[src/rtl/matmul_out_pkg.sv]
// Shared types and sizing helpers for the matmul output back-end.
package matmul_out_pkg;

  typedef enum logic [1:0] {
    COLLECT = 2'd0,
    WRITE   = 2'd1,
    WAIT    = 2'd2,
    DONE    = 2'd3
  } out_state_e;

  // Elements that fit in one memory word.
  function automatic int calc_epw(input int mem_w, input int word_w);
    return mem_w / word_w;
  endfunction

  // Memory words needed to hold the whole matrix (last word may be partial).
  function automatic int calc_nwords(input int rows, input int cols, input int mem_w, input int word_w);
    int epw;
    epw = mem_w / word_w;
    return (rows * cols + epw - 1) / epw;
  endfunction

endpackage

[src/rtl/out_word_packer.sv]
// Combinational row-major packer: selects memory word idx_i from the flattened result matrix,
// zero-filling lanes past the last element.
module out_word_packer
  import matmul_out_pkg::*;
#(
  parameter int ROWS           = 4,
  parameter int COLS           = 4,
  parameter int WORD_SIZE      = 16,
  parameter int MEM_PORT_WIDTH = 64,
  parameter int IDXW           = 2
) (
  input  logic [ROWS*COLS*WORD_SIZE-1:0] mat_i,
  input  logic [IDXW-1:0]                idx_i,
  output logic [MEM_PORT_WIDTH-1:0]      word_o
);

  localparam int NELEM  = ROWS * COLS;
  localparam int EPW    = calc_epw(MEM_PORT_WIDTH, WORD_SIZE);
  localparam int NWORDS = calc_nwords(ROWS, COLS, MEM_PORT_WIDTH, WORD_SIZE);
  localparam int PADW   = NWORDS * MEM_PORT_WIDTH;

  logic [PADW-1:0] padded;

  genvar gi;
  generate
    for (gi = 0; gi < NWORDS * EPW; gi++) begin : g_lane
      if (gi < NELEM) begin : g_elem
        assign padded[gi*WORD_SIZE +: WORD_SIZE] = mat_i[gi*WORD_SIZE +: WORD_SIZE];
      end else begin : g_pad
        assign padded[gi*WORD_SIZE +: WORD_SIZE] = '0;
      end
    end
  endgenerate

  assign word_o = padded[int'(idx_i)*MEM_PORT_WIDTH +: MEM_PORT_WIDTH];

endmodule

[src/rtl/matmul_output_ctrl.sv]
// Output back-end of the systolic matmul: captures per-column results into a ROWS x COLS buffer,
// then writes it row-major to the output RAM. Optional WPROXY_EN adds proxy ports that override columns.
module matmul_output_ctrl
  import matmul_out_pkg::*;
#(
  parameter int ROWS               = 4,
  parameter int COLS               = 4,
  parameter int WORD_SIZE          = 16,
  parameter int MEM_PORT_WIDTH     = 64,
  parameter int MEM_ACCESS_LATENCY = 1,
  parameter int OUT_BASE_ADDR      = 0
) (
  input  logic                          clk,
  input  logic                          rst,
  input  logic                          fsm_rdy,
  input  logic                          fsm_done,
  input  logic [COLS*WORD_SIZE-1:0]     matmul_fsm_output,
  input  logic [COLS-1:0]               matmul_output_valid,
`ifdef WPROXY_EN
  input  logic [COLS*WORD_SIZE-1:0]     proxy_output_bus,
  input  logic [COLS-1:0]               proxy_out_valid_bus,
`endif
  output logic                          stall,
  output logic                          wr_output_rdy,
  output logic                          wr_output_done,
  output logic [31:0]                   mem_addr,
  output logic                          mem_wr_en,
  output logic [MEM_PORT_WIDTH-1:0]     mem_data
);

  localparam int NELEM  = ROWS * COLS;
  localparam int NWORDS = calc_nwords(ROWS, COLS, MEM_PORT_WIDTH, WORD_SIZE);
  localparam int IDXW   = (NWORDS > 1) ? $clog2(NWORDS) : 1;
  localparam int CNTW   = $clog2(ROWS + 1);
  localparam int LATW   = (MEM_ACCESS_LATENCY > 0) ? $clog2(MEM_ACCESS_LATENCY + 1) : 1;

  out_state_e                     state_q;
  logic [CNTW-1:0]                row_cnt_q [COLS];
  logic [CNTW-1:0]                row_cnt_d [COLS];
  logic [NELEM*WORD_SIZE-1:0]     mat_q, mat_d;
  logic [IDXW-1:0]                idx_q, widx;
  logic [LATW-1:0]                wait_q;
  logic                           rdy_q, done_pend_q, stall_q, wr_en_q, done_q;
  logic [31:0]                    addr_q;
  logic [MEM_PORT_WIDTH-1:0]      data_q, word_next;

  logic [COLS-1:0]                col_valid, col_full, col_full_d;
  logic [WORD_SIZE-1:0]           col_data [COLS];
  logic                           full_q, full_d, go, last_word;

  genvar gi;
  generate
    for (gi = 0; gi < COLS; gi++) begin : g_col
`ifdef WPROXY_EN
      // Proxy repairs a faulty column, so it wins over the array's own result.
      assign col_valid[gi] = proxy_out_valid_bus[gi] | matmul_output_valid[gi];
      assign col_data[gi]  = proxy_out_valid_bus[gi] ? proxy_output_bus[gi*WORD_SIZE +: WORD_SIZE]
                                                     : matmul_fsm_output[gi*WORD_SIZE +: WORD_SIZE];
`else
      assign col_valid[gi] = matmul_output_valid[gi];
      assign col_data[gi]  = matmul_fsm_output[gi*WORD_SIZE +: WORD_SIZE];
`endif
      assign col_full[gi]   = (row_cnt_q[gi] == CNTW'(ROWS));
      assign col_full_d[gi] = (row_cnt_d[gi] == CNTW'(ROWS));
    end
  endgenerate

  assign full_q = &col_full;
  assign full_d = &col_full_d;

  always_comb begin
    mat_d     = mat_q;
    row_cnt_d = row_cnt_q;
    if (state_q == COLLECT) begin
      if (fsm_rdy && !full_q) begin
        for (int c = 0; c < COLS; c++) row_cnt_d[c] = '0;
      end else begin
        for (int c = 0; c < COLS; c++) begin
          if (col_valid[c] && !col_full[c]) begin
            mat_d[(int'(row_cnt_q[c]) * COLS + c) * WORD_SIZE +: WORD_SIZE] = col_data[c];
            row_cnt_d[c] = row_cnt_q[c] + CNTW'(1);
          end
        end
      end
    end else if (state_q == DONE) begin
      for (int c = 0; c < COLS; c++) row_cnt_d[c] = '0;
    end
  end

  assign last_word = (idx_q == IDXW'(NWORDS - 1));
  assign go        = (state_q == COLLECT) && full_d && (fsm_done || done_pend_q);

  // Index of the word the next write strobe will carry.
  always_comb begin
    widx = '0;
    if (state_q != COLLECT && !last_word) widx = idx_q + IDXW'(1);
  end

  out_word_packer #(
    .ROWS           (ROWS),
    .COLS           (COLS),
    .WORD_SIZE      (WORD_SIZE),
    .MEM_PORT_WIDTH (MEM_PORT_WIDTH),
    .IDXW           (IDXW)
  ) u_packer (
    .mat_i  (mat_d),
    .idx_i  (widx),
    .word_o (word_next)
  );

  always_ff @(posedge clk) begin
    if (rst) begin
      state_q     <= COLLECT;
      mat_q       <= '0;
      for (int c = 0; c < COLS; c++) row_cnt_q[c] <= '0;
      idx_q       <= '0;
      wait_q      <= '0;
      rdy_q       <= 1'b0;
      done_pend_q <= 1'b0;
      stall_q     <= 1'b0;
      wr_en_q     <= 1'b0;
      done_q      <= 1'b0;
      addr_q      <= '0;
      data_q      <= '0;
    end else begin
      mat_q     <= mat_d;
      row_cnt_q <= row_cnt_d;
      rdy_q     <= full_d;
      wr_en_q   <= 1'b0;
      done_q    <= 1'b0;
      case (state_q)
        COLLECT: begin
          if (fsm_done) done_pend_q <= 1'b1;
          if (go) begin
            state_q     <= WRITE;
            done_pend_q <= 1'b0;
            stall_q     <= 1'b1;
            idx_q       <= '0;
            wr_en_q     <= 1'b1;
            addr_q      <= 32'(OUT_BASE_ADDR) + 32'(widx);
            data_q      <= word_next;
          end
        end
        WRITE: begin
          if (MEM_ACCESS_LATENCY > 0) begin
            state_q <= WAIT;
            wait_q  <= '0;
          end else if (last_word) begin
            state_q <= DONE;
            stall_q <= 1'b0;
            done_q  <= 1'b1;
          end else begin
            idx_q   <= widx;
            wr_en_q <= 1'b1;
            addr_q  <= 32'(OUT_BASE_ADDR) + 32'(widx);
            data_q  <= word_next;
          end
        end
        WAIT: begin
          if (int'(wait_q) == MEM_ACCESS_LATENCY - 1) begin
            if (last_word) begin
              state_q <= DONE;
              stall_q <= 1'b0;
              done_q  <= 1'b1;
            end else begin
              state_q <= WRITE;
              idx_q   <= widx;
              wr_en_q <= 1'b1;
              addr_q  <= 32'(OUT_BASE_ADDR) + 32'(widx);
              data_q  <= word_next;
            end
          end else begin
            wait_q <= wait_q + LATW'(1);
          end
        end
        DONE: begin
          state_q <= COLLECT;
          idx_q   <= '0;
        end
        default: state_q <= COLLECT;
      endcase
    end
  end

  assign stall          = stall_q;
  assign wr_output_rdy  = rdy_q;
  assign wr_output_done = done_q;
  assign mem_addr       = addr_q;
  assign mem_wr_en      = wr_en_q;
  assign mem_data       = data_q;

endmodule

[config.mk]
export PLATFORM = sky130hd
export DESIGN_NAME = matmul_output_ctrl
export DESIGN_NICKNAME = d
export VERILOG_FILES = /design/src/rtl/matmul_out_pkg.sv /design/src/rtl/out_word_packer.sv /design/src/rtl/matmul_output_ctrl.sv
export SDC_FILE = /design/constraint.sdc
export NUM_CORES = 1
export LEC_CHECK = 0
export CAP_MARGIN = 30
export CELL_PAD_IN_SITES_DETAIL_PLACEMENT = 1
export CELL_PAD_IN_SITES_GLOBAL_PLACEMENT = 1
export CORE_ASPECT_RATIO = 0.9
export CORE_UTILIZATION = 43
export DETAILED_ROUTE_END_ITERATION = 10
export GPL_TIMING_DRIVEN = 1
export PLACE_DENSITY_LB_ADDON = 0.12
export SYNTH_ARGS = -nofsm -noshare
export SYNTH_HDL_FRONTEND = slang
export SYNTH_SLANG_ARGS = --single-unit
[constraint.sdc]
create_clock -name clk -period 4.03 [get_ports clk]
set_input_delay 0.806 -clock clk [delete_from_list [all_inputs] [get_ports clk]]
set_output_delay 0.806 -clock clk [all_outputs]
set_load 0.01 [all_outputs]
# Yosys cells after proc, flatten, opt, wreduce, memory -nomap -nowiden
# Index checks and enable logic that the tools add are counted.
[word_totals]
word_cells = 136
register_bits = 374
out_inout_bits = 100
[classes]
addsub = 13
mux = 53
bitwise_logic = 2
shift = 9
n_reduce_logical = 28
eq_ne = 16
[ops]
columns = ["op", "n"]
rows = [
  ["2-to-1 mux 256 bit", 12],
  ["bitwise mux 256 bit", 4],
  ["variable shift 16 x 33 -> 256 bit, first input constant", 4],
  ["indexed part select 16 x 33 -> 256 bit", 4],
  ["indexed part select 256 x 9 -> 64 bit", 1],
  ["2-to-1 mux 64 bit", 3],
  ["case mux 64 bit (2 select lines)", 1],
  ["negation 10 -> 33 bit", 3],
  ["2-to-1 mux 32 bit", 3],
  ["case mux 32 bit (2 select lines)", 1],
  ["2-to-1 mux 12 bit", 3],
  ["negation 9 -> 33 bit", 1],
  ["== test 3 bit, second input constant", 8],
  ["AND reduction 4 bit", 5],
  ["2-to-1 mux 2 bit", 7],
  ["adder 3 x 1 -> 3 bit, second input constant", 4],
  ["adder 5 x 2 -> 6 bit, second input constant", 2],
  ["2-to-1 mux 3 bit", 4],
  ["2-to-1 mux 1 bit", 10],
  ["logical AND 1 bit", 8],
  ["inequality test 2 bit, second input constant", 4],
  ["case mux 2 bit (4 select lines)", 1],
  ["nonzero test 2 bit", 4],
  ["adder 5 x 1 -> 6 bit, second input constant", 1],
  ["other kinds (12)", 23],
]

# Logic depth before layout (Yosys ltp)
# Gate-level depths: netlist of run 1.
[logic_depth]
depth_word = 22
depth_mapped = 14
depth_no_buf = 10

# Modules after synthesis
# From an unflattened synthesis of run 1, not the netlist that was laid out.
[unflattened]
hier_cells = 1831
area_unflattened_um2 = 17102.7
[by_module_without_submodules]
columns = ["module", "cells_per_inst", "n_inst", "seq_area_each_um2", "area_each_um2"]
rows = [
  ["matmul_output_ctrl", 1753, 1, 6866.6, 15479.8],
  ["out_word_packer", 78, 1, 0.0, 1622.8],
]

# Worst setup path before layout of run 1
# No wires, ideal clock.
[synth_path]
kind = "flip-flop to flip-flop"
from = "reg row_cnt_q[9] (netlist bit)"
to = "reg data_q[16] (netlist: mem_data[16])"
period_less_slack_ps = 2854
setup_slack_ps = 1176
arrival_ps = 2733
required_ps = 3909
stages_incl_launch_ff = 11
n_path_buf = 0
cell_sequence = "dfxtp_1 > inv_1 > ha_1 > ha_1 > nor2b_1 > mux2i_1 > nand4_1 > a2111oi_1 > nand4_1 > o21ai_4 > mux2_2"
[synth_between]
elab_chain_len = 22
word_cells_on_any_way = 44
cone_classes = "2 x add/sub; 6 x eq/ne; 3 x shift; 24 x mux; 9 x reduce/logical"
[synth_rtl]
columns = ["item", "line_no", "text"]
rows = [
  ["start, declared", "matmul_output_ctrl.sv:38", "logic [CNTW-1:0] row_cnt_q [COLS];"],
  ["start signal, assigned", "matmul_output_ctrl.sv:127", "row_cnt_q <= row_cnt_d;"],
  ["negation 9 -> 33 bit or == test 3 bit (tied branches)", "matmul_output_ctrl.sv:80, matmul_output_ctrl.sv:63", ""],
  ["indexed part select 16 x 33 -> 256 bit (tied with other cells)", "matmul_output_ctrl.sv:80", "mat_d[(int'(row_cnt_q[c]) * COLS + c) * WORD_SIZE +: WORD_SIZE] = col_data[c];"],
  ["bitwise mux 256 bit or logical AND 1 bit (tied branches)", "matmul_output_ctrl.sv:80, matmul_output_ctrl.sv:79", ""],
  ["2-to-1 mux 256 bit", "matmul_output_ctrl.sv:79", "if (col_valid[c] && !col_full[c]) begin"],
  ["2-to-1 mux 256 bit", "matmul_output_ctrl.sv:75", "if (fsm_rdy && !full_q) begin"],
  ["2-to-1 mux 256 bit", "matmul_output_ctrl.sv:74", "if (state_q == COLLECT) begin"],
  ["bitwise mux 256 bit", "matmul_output_ctrl.sv:80", ""],
  ["2-to-1 mux 256 bit", "matmul_output_ctrl.sv:79", ""],
  ["[... 6 more ...]", "--", ""],
  ["bitwise mux 256 bit", "matmul_output_ctrl.sv:80", ""],
  ["2-to-1 mux 256 bit", "matmul_output_ctrl.sv:79", ""],
  ["2-to-1 mux 256 bit", "matmul_output_ctrl.sv:75", ""],
  ["2-to-1 mux 256 bit", "matmul_output_ctrl.sv:74", ""],
  ["indexed part select 256 x 9 -> 64 bit", "out_word_packer.sv:35", "assign word_o = padded[int'(idx_i)*MEM_PORT_WIDTH +: MEM_PORT_WIDTH];"],
  ["2-to-1 mux 64 bit", "matmul_output_ctrl.sv:161", "if (last_word) begin"],
  ["2-to-1 mux 64 bit", "matmul_output_ctrl.sv:160", "if (int'(wait_q) == MEM_ACCESS_LATENCY - 1) begin"],
  ["case mux 64 bit (2 select lines)", "matmul_output_ctrl.sv:131", "case (state_q)"],
  ["end signal, assigned", "matmul_output_ctrl.sv:141", "data_q <= word_next;"],
  ["end signal, assigned", "matmul_output_ctrl.sv:156", "data_q <= word_next;"],
  ["end signal, assigned", "matmul_output_ctrl.sv:170", "data_q <= word_next;"],
  ["end, declared", "matmul_output_ctrl.sv:45", "logic [MEM_PORT_WIDTH-1:0] data_q, word_next;"],
]
# Parallel ways exist; a longest one is shown, timed or not. The select of a mux whose other input is x is not followed.
# A chain may end at the register's enable or synchronous reset.

# Final worst setup path of run 1
[layout_path]
from = "reg row_cnt_q[1] (netlist bit)"
to = "reg data_q[28] (netlist: mem_data[28])"
[layout_between]
elab_chain_len = 12
word_cells_on_any_way = 33
cone_classes = "3 x add/sub; 6 x eq/ne; 3 x shift; 12 x mux; 9 x reduce/logical"
[layout_rtl]
columns = ["item"]
rows = [
  ["branches (longest 12 deep; another with negation 10 -> 33 bit)"],
]
# Parallel ways; which one is timed is not known. The select of a mux whose other input is x is not followed.

==> out/qor_table.md, run 1 <==
| Metric | Value | Unit |
| --- | --- | --- |
| Global-route wire length before repair | 83.3 | mm |
| CP max stage delay | 500 | ps |
| Switching power share of the total | 0.240 | - |
| Leakage power | 0.00747 | uW |
| CP Data Required Time | 4460 | ps |
| Proportion of power drawn by the clock network | 0.468 | - |
| Initial antenna violation count | 2 | - |
| Run status | completed | - |
| Fill cells | 4351 | - |
| Count of cell types in the netlist | 69 | - |
| Core footprint | 37300 | um2 |
| Number of routed nets with antenna violations | 0 | - |
| Post-synth EDFFs | 0 | - |
| Uppermost layer routed | met5 | - |
| Placed wire-length estimate | 33.2 | mm |
| Register cell area after layout | 6870 | um2 |
| Cell depth of the worst hold path | 2 | - |
| Routed length per placed instance | 20.5 | um |
| Number of hold violations in the final report | 0 | - |
| NetSw | 1800 | uW |
| DIE AREA | 38800 | um2 |
| Cell type contributing the most total cell area after synthesis | dfxtp_1 | - |
| Main synth FF type | dfxtp_1 | - |
| Unrepaired setup endpoints after global routing | false | - |
| Combinational fraction of design power | 0.073 | - |
| Max-cap violation count | 0 | - |
| CTS sink count | 343 | - |
| Layout-stage area growth over the synthesis result | 19.2 | % |
| Total number of vias | 14900 | - |
| Multi-input logic area | 8530 | um2 |
| # nets final | 2089 | - |
| Capturing element type of the critical path | flop | - |
| Worst Max-Slew Pin Slew | 984 | ps |
| Arrival @ worst endpoint | 4220 | ps |
| Worst hold path type | reg2reg | - |
| Crit path time final | 3790 | ps |
| Async set-reset flop share out of synthesis | 0 | - |
| Max Transition Viols Final | 0 | - |
| Setup total negative slack | 0 | ps |
| Die H | 187 | um |
| Number of cells produced by synthesis | 1905 | - |
| Tightest hold margin | 454 | ps |
| Kind of start point of the critical path | flop | - |
| Top-Level Pins | 172 | - |
| Final routed DRC violation total | 0 | - |
| Cell chain of the critical path | inv_1, ha_1, nand3_1, o21ai_4, buf_4, and2_1, buf_4, nor2b_1, a311oi_1, a2111oi_0, mux2_2 | - |
| Average instance area after synthesis | 8.58 | um2 |
| Fmax | 264 | MHz |
| Met1 WL | 23.4 | mm |
| Clock latency at the later pin of the worst-skew pair | 550 | ps |
| Count of state elements after synthesis | 343 | - |
| Clk buf depth | 3 | - |
| Largest cells by area after synthesis | dfxtp_1 (42%), nor2_1 (5.8%), mux2i_1 (5.1%), a31oi_1 (4.5%), a21oi_1 (3.9%) | - |
| Worst path most repeated cell | buf_4 | - |
| Count of H-tree levels built during CTS | 2 | - |
| Portion of the post-synthesis area used by sequential elements | 0.420 | - |
| Number of hold-repair buffers added at the cts stage | 0 | - |
| Met3 wire length | 2.68 | mm |
| Area share of the largest cell type after synthesis | 0.420 | - |
| Met2 routed wirelength | 24.2 | mm |
| Critical path class | reg2reg | - |
| Maximum number of pins on one net before global-route repair | 93 | - |
| Maximum fanout count along the critical path | 23 | - |
| Quantity of gates resized following cts | 0 | - |
| Portion of the clock cycle consumed by the worst path in the final layout | 0.941 | - |
| Overall power of the completed layout | 7500 | uW |
| P per Cell Area | 385 | nW/um2 |
| Drt first pass iters | 5 | - |
| CTS buffer count | 39 | - |
| Via-to-Cell Ratio | 5.92 | - |
| Final weighted congestion in routability-driven placement | 0.910 | - |
| Finish-stage setup viols | 0 | - |
| Commonest non-fill, non-tap cells in the layout | dfxtp_1 (343), nor2_1 (252), clkdlybuf4s50_1 (140), a21oi_1 (128), a31oi_1 (117) | - |
| # placed instances | 2439 | - |
| Yosys warns | 0 | - |
| Share of power burned in registers | 0.459 | - |
| Share of post-route cells with drive strength above 1 | 0.0874 | - |
| Max VDD drop | 0.279 | mV |
| Path depth of the worst reg2reg path | 11 | - |
| Port Buffer Count | 141 | - |
| Initial core utilization | 0.438 | - |
| Most common cell after layout, fill and taps aside | dfxtp_1 | - |
| Root buffer cell | clkbuf_16 | - |
| Final wirelength | 51.4 | mm |
| Setup Skew | 23.8 | ps |
| Setup Fix Bufs, Post-CTS | 0 | - |
| Number of global-route vias before repair | 15100 | - |
| Clock slew seen by the registers of the worst setup and hold paths | 60 | ps |
| Utilization of the core after routing | 0.522 | - |
| Number of standard-cell rows in the floorplan | 67 | - |
| Worst max-slew margin expressed relative to the limit | 0.341 | - |
| Final instance count without filler cells | 2510 | - |
| DRC marker count from the first detailed-route iteration | 951 | - |
| Global-route usage over all layers | 0.263 | - |
| Overall overflow remaining after global route | 0 | - |
| Horizontal die dimension | 208 | um |
| CTS tree | done | - |
| Internal Power | 5700 | uW |
| Worst-path cell with the longest stage delay | and2_1 | - |
| Synth Cell Area | 16300 | um2 |
[critical path: cells and delay by family, from the launching register on]
kind / cells / cell delay [ps]
adders and majority gates: 1 / 330
DFF: 1 / 370
buffers and inverters: 3 / 960
AOI/OAI and AO/OA: 3 / 910
and+or+nand+nor: 3 / 770
muxes: 1 / 310
[power by group through the flow]
stage          Combinational [uW]  Sequential (uW)  Clock, uW
2_1_floorplan                 327             3510          0
5_1_grt                       596             3440       3720
6_report                      551             3440       3510
3_5_place_dp                  543             3510          0
3_3_place_gp                  534             3510          0
4_1_cts                       548             3440       3580
[per-stage QoR]
step                      area, um2  worst slack, ps
after detailed placement      18200              296
after floorplan               16500             1180
after CTS                     19500              293
after global placement        18200              346
final                         19500              239
after global routing          19500             87.9
[flip-flops by register name, indices dropped and copies added, names as in the netlist, 2 cells and up]
signal     flops
mem_data      64
mem_addr       2
state_q        2
idx_q          2
row_cnt_q     12
mat_q        256
[per-layer routing]
layer  GRT usage  vias to the layer above
met4      0.0807                        2
met5           0                        -
li1            -                     7039
met1       0.350                     7373
met2       0.436                      365
met3      0.0447                       79
[cell families after synthesis]
logic type,Yosys count,synth area share
buf+inv,229,0.0677
flops,343,0.420
other cells,1,0.000229
xor+xnor,2,0.00222
fa+ha+maj,20,0.0153
simple gates,636,0.189
mux,107,0.0673
compound gates,567,0.238
[synthesized netlist by cell type, types with 41 or more instances]
cell / instances
dfxtp_1: 343
nor2_1: 254
a21oi_1: 128
clkbuf_1: 122
a31oi_1: 117
nand2_1: 103
mux2i_1: 84
a21boi_0: 65
a22oi_1: 58
nor2b_1: 55
nand3_1: 49
and3_1: 45
a311oi_1: 44
a211oi_1: 42
buf_4: 41
[final cells by class]
class | count | share of cell area
diodes | 1 | 0.000128
clock buffers | 63 | 0.0604
clock inverters | 7 | 0.00385
inverters | 24 | 0.00462
multi-input cells | 1362 | 0.438
flip-flops and latches | 343 | 0.352
well taps | 483 | 0.0310
repair buffers | 227 | 0.110
[path summary, 6_finish.rpt]
path | slack (ps) | startpoint | to
setup / recovery | 240 | row_cnt_q[1] | mem_data[28]
hold / removal | 450 | mat_q[111] | mat_q[111]
setup reg to reg | 240 | row_cnt_q[1] | mem_data[28]
hold reg to reg | 450 | mat_q[111] | mat_q[111]
No activity file was read; power rests on OpenSTA's default activity.
==> inputs of run 2 (changes only) <==
--- a/config.mk
+++ b/config.mk
@@ -9,8 +9,10 @@
 export CELL_PAD_IN_SITES_DETAIL_PLACEMENT = 1
 export CELL_PAD_IN_SITES_GLOBAL_PLACEMENT = 1
 export CORE_ASPECT_RATIO = 0.9
-export CORE_UTILIZATION = 43
+export CORE_UTILIZATION = 45
+export CTS_BUF_LIST = sky130_fd_sc_hd__clkbuf_8
 export DETAILED_ROUTE_END_ITERATION = 10
+export GPL_ROUTABILITY_DRIVEN = 1
 export GPL_TIMING_DRIVEN = 1
 export PLACE_DENSITY_LB_ADDON = 0.12
 export SYNTH_ARGS = -nofsm -noshare
==> out/qor_table.md, run 2 (same netlist as run 1, synthesis figures left out) <==
| Metric | Value | Unit |
| --- | --- | --- |
| Run status | completed | - |
| Max-cap violation count | 0 | - |
| Number of routed nets with antenna violations | 0 | - |
| Leakage power | 0.00752 | uW |
| Port Buffer Count | 141 | - |
| Global-route wire length before repair | 82.9 | mm |
| Unrepaired setup endpoints after global routing | false | - |
| Finish-stage setup viols | 0 | - |
| Clk buf depth | 3 | - |
| Arrival @ worst endpoint | 4180 | ps |
| Horizontal die dimension | 203 | um |
| Die H | 183 | um |
| Number of global-route vias before repair | 15400 | - |
| Count of H-tree levels built during CTS | 2 | - |
| Final std cell area, no fill | 19300 | um2 |
| Drt first pass iters | 5 | - |
| Sink of the worst hold path | mat_q[137] | - |
| Worst max-slew margin expressed relative to the limit | 0.274 | - |
| Worst hold path type | reg2reg | - |
| Register cell area after layout | 6870 | um2 |
| P per Cell Area | 363 | nW/um2 |
| DIE AREA | 37100 | um2 |
| Setup Fix Bufs, Post-CTS | 0 | - |
| Capturing element type of the critical path | flop | - |
| Fill cells | 4119 | - |
| Portion of the clock cycle consumed by the worst path in the final layout | 0.908 | - |
| Most common cell after layout, fill and taps aside | dfxtp_1 | - |
| Total number of vias | 15000 | - |
| NetSw | 1770 | uW |
| Switching power share of the total | 0.252 | - |
| Reg2Reg Capture Point | mem_data[49] | - |
| Hold Startpoint | mat_q[137] | - |
| Crit path time final | 3660 | ps |
| Commonest non-fill, non-tap cells in the layout | dfxtp_1 (343), nor2_1 (252), clkdlybuf4s50_1 (140), a21oi_1 (128), a31oi_1 (117) | - |
| Kind of start point of the critical path | flop | - |
| Fmax | 273 | MHz |
| Reg2reg setup slack | 370 | ps |
| Combinational fraction of design power | 0.079 | - |
| Post-Place Cell Area | 18200 | um2 |
| Register bank with the most flops | mat_q | - |
| Setup total negative slack | 0 | ps |
| Clock latency at the later pin of the worst-skew pair | 620 | ps |
| Final weighted congestion in routability-driven placement | 0.879 | - |
| Internal Power | 5240 | uW |
| Number of hold violations in the final report | 0 | - |
| Share of power burned in registers | 0.490 | - |
| Proportion of power drawn by the clock network | 0.431 | - |
| Core footprint | 35400 | um2 |
| Top-Level Pins | 172 | - |
| Number of standard-cell rows in the floorplan | 65 | - |
| Maximum fanout count along the critical path | 36 | - |
| Initial antenna violation count | 3 | - |
| Final routed DRC violation total | 0 | - |
| Placed wire-length estimate | 33.3 | mm |
| CTS tree | done | - |
| Reg-to-reg startpoint | row_cnt_q[4] | - |
| Root buffer cell | clkbuf_8 | - |
| Overall overflow remaining after global route | 0 | - |
| CTS sink count | 343 | - |
| Setup Skew | 22.6 | ps |
| Via-to-Cell Ratio | 5.94 | - |
| Share of post-route cells with drive strength above 1 | 0.0981 | - |
| Cell depth of the worst hold path | 2 | - |
| CP Data Required Time | 4550 | ps |
| Critical path class | reg2reg | - |
| Final wirelength | 51.5 | mm |
| # nets final | 2110 | - |
| Maximum number of pins on one net before global-route repair | 101 | - |
| CTS buffer count | 57 | - |
| Max FFs per register | 256 | - |
| Initial core utilization | 0.462 | - |
| Quantity of gates resized following cts | 0 | - |
| Overall power of the completed layout | 7010 | uW |
| Multi-input logic area | 8540 | um2 |
| Clock slew seen by the registers of the worst setup and hold paths | 70 | ps |
| Routed length per placed instance | 20.4 | um |
| Max VDD drop | 0.228 | mV |
| Max Transition Viols Final | 0 | - |
| Path depth of the worst reg2reg path | 10 | - |
| Global-route usage over all layers | 0.274 | - |
| Layout-stage area growth over the synthesis result | 18.3 | % |
| Worst Max-Slew Pin Slew | 1080 | ps |
| Number of hold-repair buffers added at the cts stage | 0 | - |
| DRC marker count from the first detailed-route iteration | 828 | - |
run 2: worst max path at each step:
stage | from | end | slack [ps] | cells after the start
final | row_cnt_q[4] | mem_data[49] | 370 | 10
after global routing | row_cnt_q[9] | mem_data[61] | 60 | 11
after CTS | row_cnt_q[9] | mem_data[23] | 430 | 10
after detailed placement | matmul_output_valid[0] | mem_data[23] | 190 | 8
after global placement | matmul_output_valid[0] | mem_data[23] | 320 | 8
after floorplan | row_cnt_q[9] | mem_data[16] | 1180 | 10
run 2: worst max-delay path, stage by stage (launching register included):
cell and delay, ps:
dfxtp_1 420, inv_1 240, ha_1 330, nand4_2 170
o21ai_4 440, buf_4 410, and4_1 610, nand3_1 200
a311oi_1 320, a21oi_1 140, a211oi_1 270
run 2: through the flow:
stage | util | std cells | worst slack [ps] | hold WS, ps
6_report | 0.547 | 2529 | 372 | 456
5_1_grt | 0.547 | 2528 | 56.8 | 478
4_1_cts | 0.547 | 2528 | 433 | 459
3_5_place_dp | 0.515 | 2428 | 188 | 445
3_3_place_gp | 0.515 | 2428 | 325 | 439
2_1_floorplan | - | 1934 | 1180 | 432
run 2: layout make-up:
type | count | share of cell area
Clock inverter | 27 | 0.00563
Tap cell | 469 | 0.0303
Inverter | 24 | 0.00466
Sequential cell | 343 | 0.355
Antenna cell | 1 | 0.000129
Multi-Input combinational cell | 1362 | 0.441
Clock buffer | 73 | 0.0519
Timing Repair Buffer | 230 | 0.111
run 2: metal layers:
layer	vias to the layer above	global-route usage	share of wire
met1	7502	0.364	0.46
met5	-	0	0.00029
met2	379	0.459	0.47
met3	82	0.0466	0.051
met4	2	0.0734	0.017
li1	7059	-	-
run 2: power by group through the flow:
stage / logic, uW / clock network (uW) / registers [uW]
finish: 553 / 3020 / 3440
global route: 597 / 3250 / 3440
CTS: 548 / 3090 / 3440
detailed placement: 545 / 0 / 3510
global placement: 535 / 0 / 3510
floorplan: 327 / 0 / 3510
==> inputs of run 3 (changes only) <==
--- a/config.mk
+++ b/config.mk
@@ -9,7 +9,7 @@
 export CELL_PAD_IN_SITES_DETAIL_PLACEMENT = 1
 export CELL_PAD_IN_SITES_GLOBAL_PLACEMENT = 1
 export CORE_ASPECT_RATIO = 0.9
-export CORE_UTILIZATION = 45
+export CORE_UTILIZATION = 25
 export CTS_BUF_LIST = sky130_fd_sc_hd__clkbuf_8
 export DETAILED_ROUTE_END_ITERATION = 10
 export GPL_ROUTABILITY_DRIVEN = 1
==> out/qor_table.md, run 3 (same netlist as run 1, synthesis figures left out) <==
| Metric | Value | Unit |
| --- | --- | --- |
| Run status | completed | - |
| Number of hold-repair buffers added at the cts stage | 0 | - |
| Max VDD drop | 0.162 | mV |
| Initial core utilization | 0.254 | - |
| Most common cell after layout, fill and taps aside | dfxtp_1 | - |
| Leakage power | 0.00765 | uW |
| Maximum fanout count along the critical path | 13 | - |
| Final instance count without filler cells | 2934 | - |
| Horizontal die dimension | 272 | um |
| DRC marker count from the first detailed-route iteration | 674 | - |
| Layout-stage area growth over the synthesis result | 22.8 | % |
| CTS buffer count | 68 | - |
| Overall overflow remaining after global route | 0 | - |
| Clock slew seen by the registers of the worst setup and hold paths | 60 | ps |
| # placed instances | 2812 | - |
| Global-route wire length before repair | 91.9 | mm |
| Share of post-route cells with drive strength above 1 | 0.106 | - |
| Worst-path cell with the longest stage delay | a21oi_4 | - |
| Worst Max-Slew Pin Slew | 949 | ps |
| CP max stage delay | 540 | ps |
| CTS tree | done | - |
| Total number of vias | 14800 | - |
| # nets final | 2119 | - |
| Die H | 245 | um |
| Max-cap violation count | 0 | - |
| Commonest non-fill, non-tap cells in the layout | dfxtp_1 (343), nor2_1 (249), clkdlybuf4s50_1 (140), a21oi_1 (128), a31oi_1 (117) | - |
| Number of routed nets with antenna violations | 0 | - |
| Number of standard-cell rows in the floorplan | 88 | - |
| Global-route usage over all layers | 0.176 | - |
| Final wirelength | 58.9 | mm |
| CTS sink count | 343 | - |
| Count of H-tree levels built during CTS | 3 | - |
| Unrepaired setup endpoints after global routing | false | - |
| Cell chain of the critical path | inv_1, ha_1, nand4_2, o21ai_4, a21oi_1, o32a_1, and4_1, a21oi_4, buf_4, mux2i_1 | - |
| CP Data Required Time | 4580 | ps |
| Max Transition Viols Final | 0 | - |
| Drt first pass iters | 5 | - |
| Clock latency at the later pin of the worst-skew pair | 630 | ps |
| Maximum number of pins on one net before global-route repair | 99 | - |
| Setup Skew | 19.0 | ps |
| Core footprint | 64400 | um2 |
| P per Cell Area | 374 | nW/um2 |
| Top-Level Pins | 172 | - |
| Setup total negative slack | 0 | ps |
| Initial antenna violation count | 6 | - |
| Routed length per placed instance | 20.1 | um |
| Finish-stage setup viols | 0 | - |
| Worst hold path type | reg2reg | - |
| Portion of the clock cycle consumed by the worst path in the final layout | 0.897 | - |
| Number of global-route vias before repair | 15400 | - |
| Via-to-Cell Ratio | 5.04 | - |
| Fill cells | 7498 | - |
| Port Buffer Count | 141 | - |
| Root buffer cell | clkbuf_8 | - |
| Number of hold violations in the final report | 0 | - |
| Kind of start point of the critical path | flop | - |
| Setup Fix Bufs, Post-CTS | 0 | - |
| Quantity of gates resized following cts | 0 | - |
| Register bank with the most flops | mat_q | - |
| Capturing element type of the critical path | flop | - |
| Crit path time final | 3610 | ps |
| Final routed DRC violation total | 0 | - |
| Max FFs per register | 256 | - |
| Critical path class | reg2reg | - |
| DIE AREA | 66400 | um2 |
| Arrival @ worst endpoint | 4160 | ps |
| Placed wire-length estimate | 38.8 | mm |
| Clk buf depth | 3 | - |
| Worst max-slew margin expressed relative to the limit | 0.366 | - |
| Final weighted congestion in routability-driven placement | 0.770 | - |
| Fmax | 277 | MHz |
run 3: changes by cell type in the layout (fill, tap and decap cells not counted):
cell	change
buf_12	+2
clkinv_2	+5
buf_4	-5
nor2_1	-3
diode_2	+1
nor2_2	+2
buf_6	+1
clkbuf_8	+14
clkinvlp_4	-1
inv_1	+2
nor2_4	+1
run 3: area by class of cell:
type,count,area (um2),share of cell area
Sequential cell,343,6870,0.342
Multi-Input combinational cell,1362,8550,0.426
Antenna cell,2,5.00,0.000249
Clock inverter,33,134,0.00667
Timing Repair Buffer,228,2160,0.108
Inverter,24,90.1,0.00449
Clock buffer,87,1200,0.0597
Tap cell,855,1070,0.0533
run 3: per-layer routing:
| metal | global-route usage | vias up | share of wire |
|---|---|---|---|
| met2 | 0.285 | 230 | 0.46 |
| met1 | 0.234 | 7364 | 0.48 |
| met4 | 0.0461 | 8 | 0.018 |
| met5 | 0 | - | 0.00082 |
| met3 | 0.0390 | 82 | 0.040 |
| li1 | - | 7108 | - |
run 3: report_power, final:
| part | switching [uW] | internal, uW |
|---|---|---|
| sequential | 11.9 | 3430 |
| combinational | 354 | 209 |
| clock | 1580 | 1920 |
| total | 1940 | 5560 |
run 3: through the flow:
stage	worst slack, ps	utilization	instance area (um2)	hold slack [ps]	total power, uW
3_5_place_dp	248	0.291	18700	445	4080
6_report	417	0.312	20100	453	7500
5_1_grt	141	0.312	20100	470	7890
3_3_place_gp	220	0.291	18700	439	4070
4_1_cts	396	0.312	20100	454	7680
2_1_floorplan	1180	-	16500	432	3840
run 3: final timing paths:
| kind | start | endpoint | slack (ps) | cells after the start |
|---|---|---|---|---|
| min reg2reg | mat_q[90] | mat_q[90] | 450 | 2 |
| max reg2reg | row_cnt_q[6] | mem_data[2] | 420 | 10 |
| max | row_cnt_q[6] | mem_data[2] | 420 | 10 |
| min | mat_q[90] | mat_q[90] | 450 | 2 |
run 3: worst max-delay path: cells and delay by family (launching register included):
kind            cells  cell delay, ps
mux                 1             230
fa+ha+maj           1             330
compound gates      4            1460
flops               1             410
simple gates        2             430
buf+inv             2             630
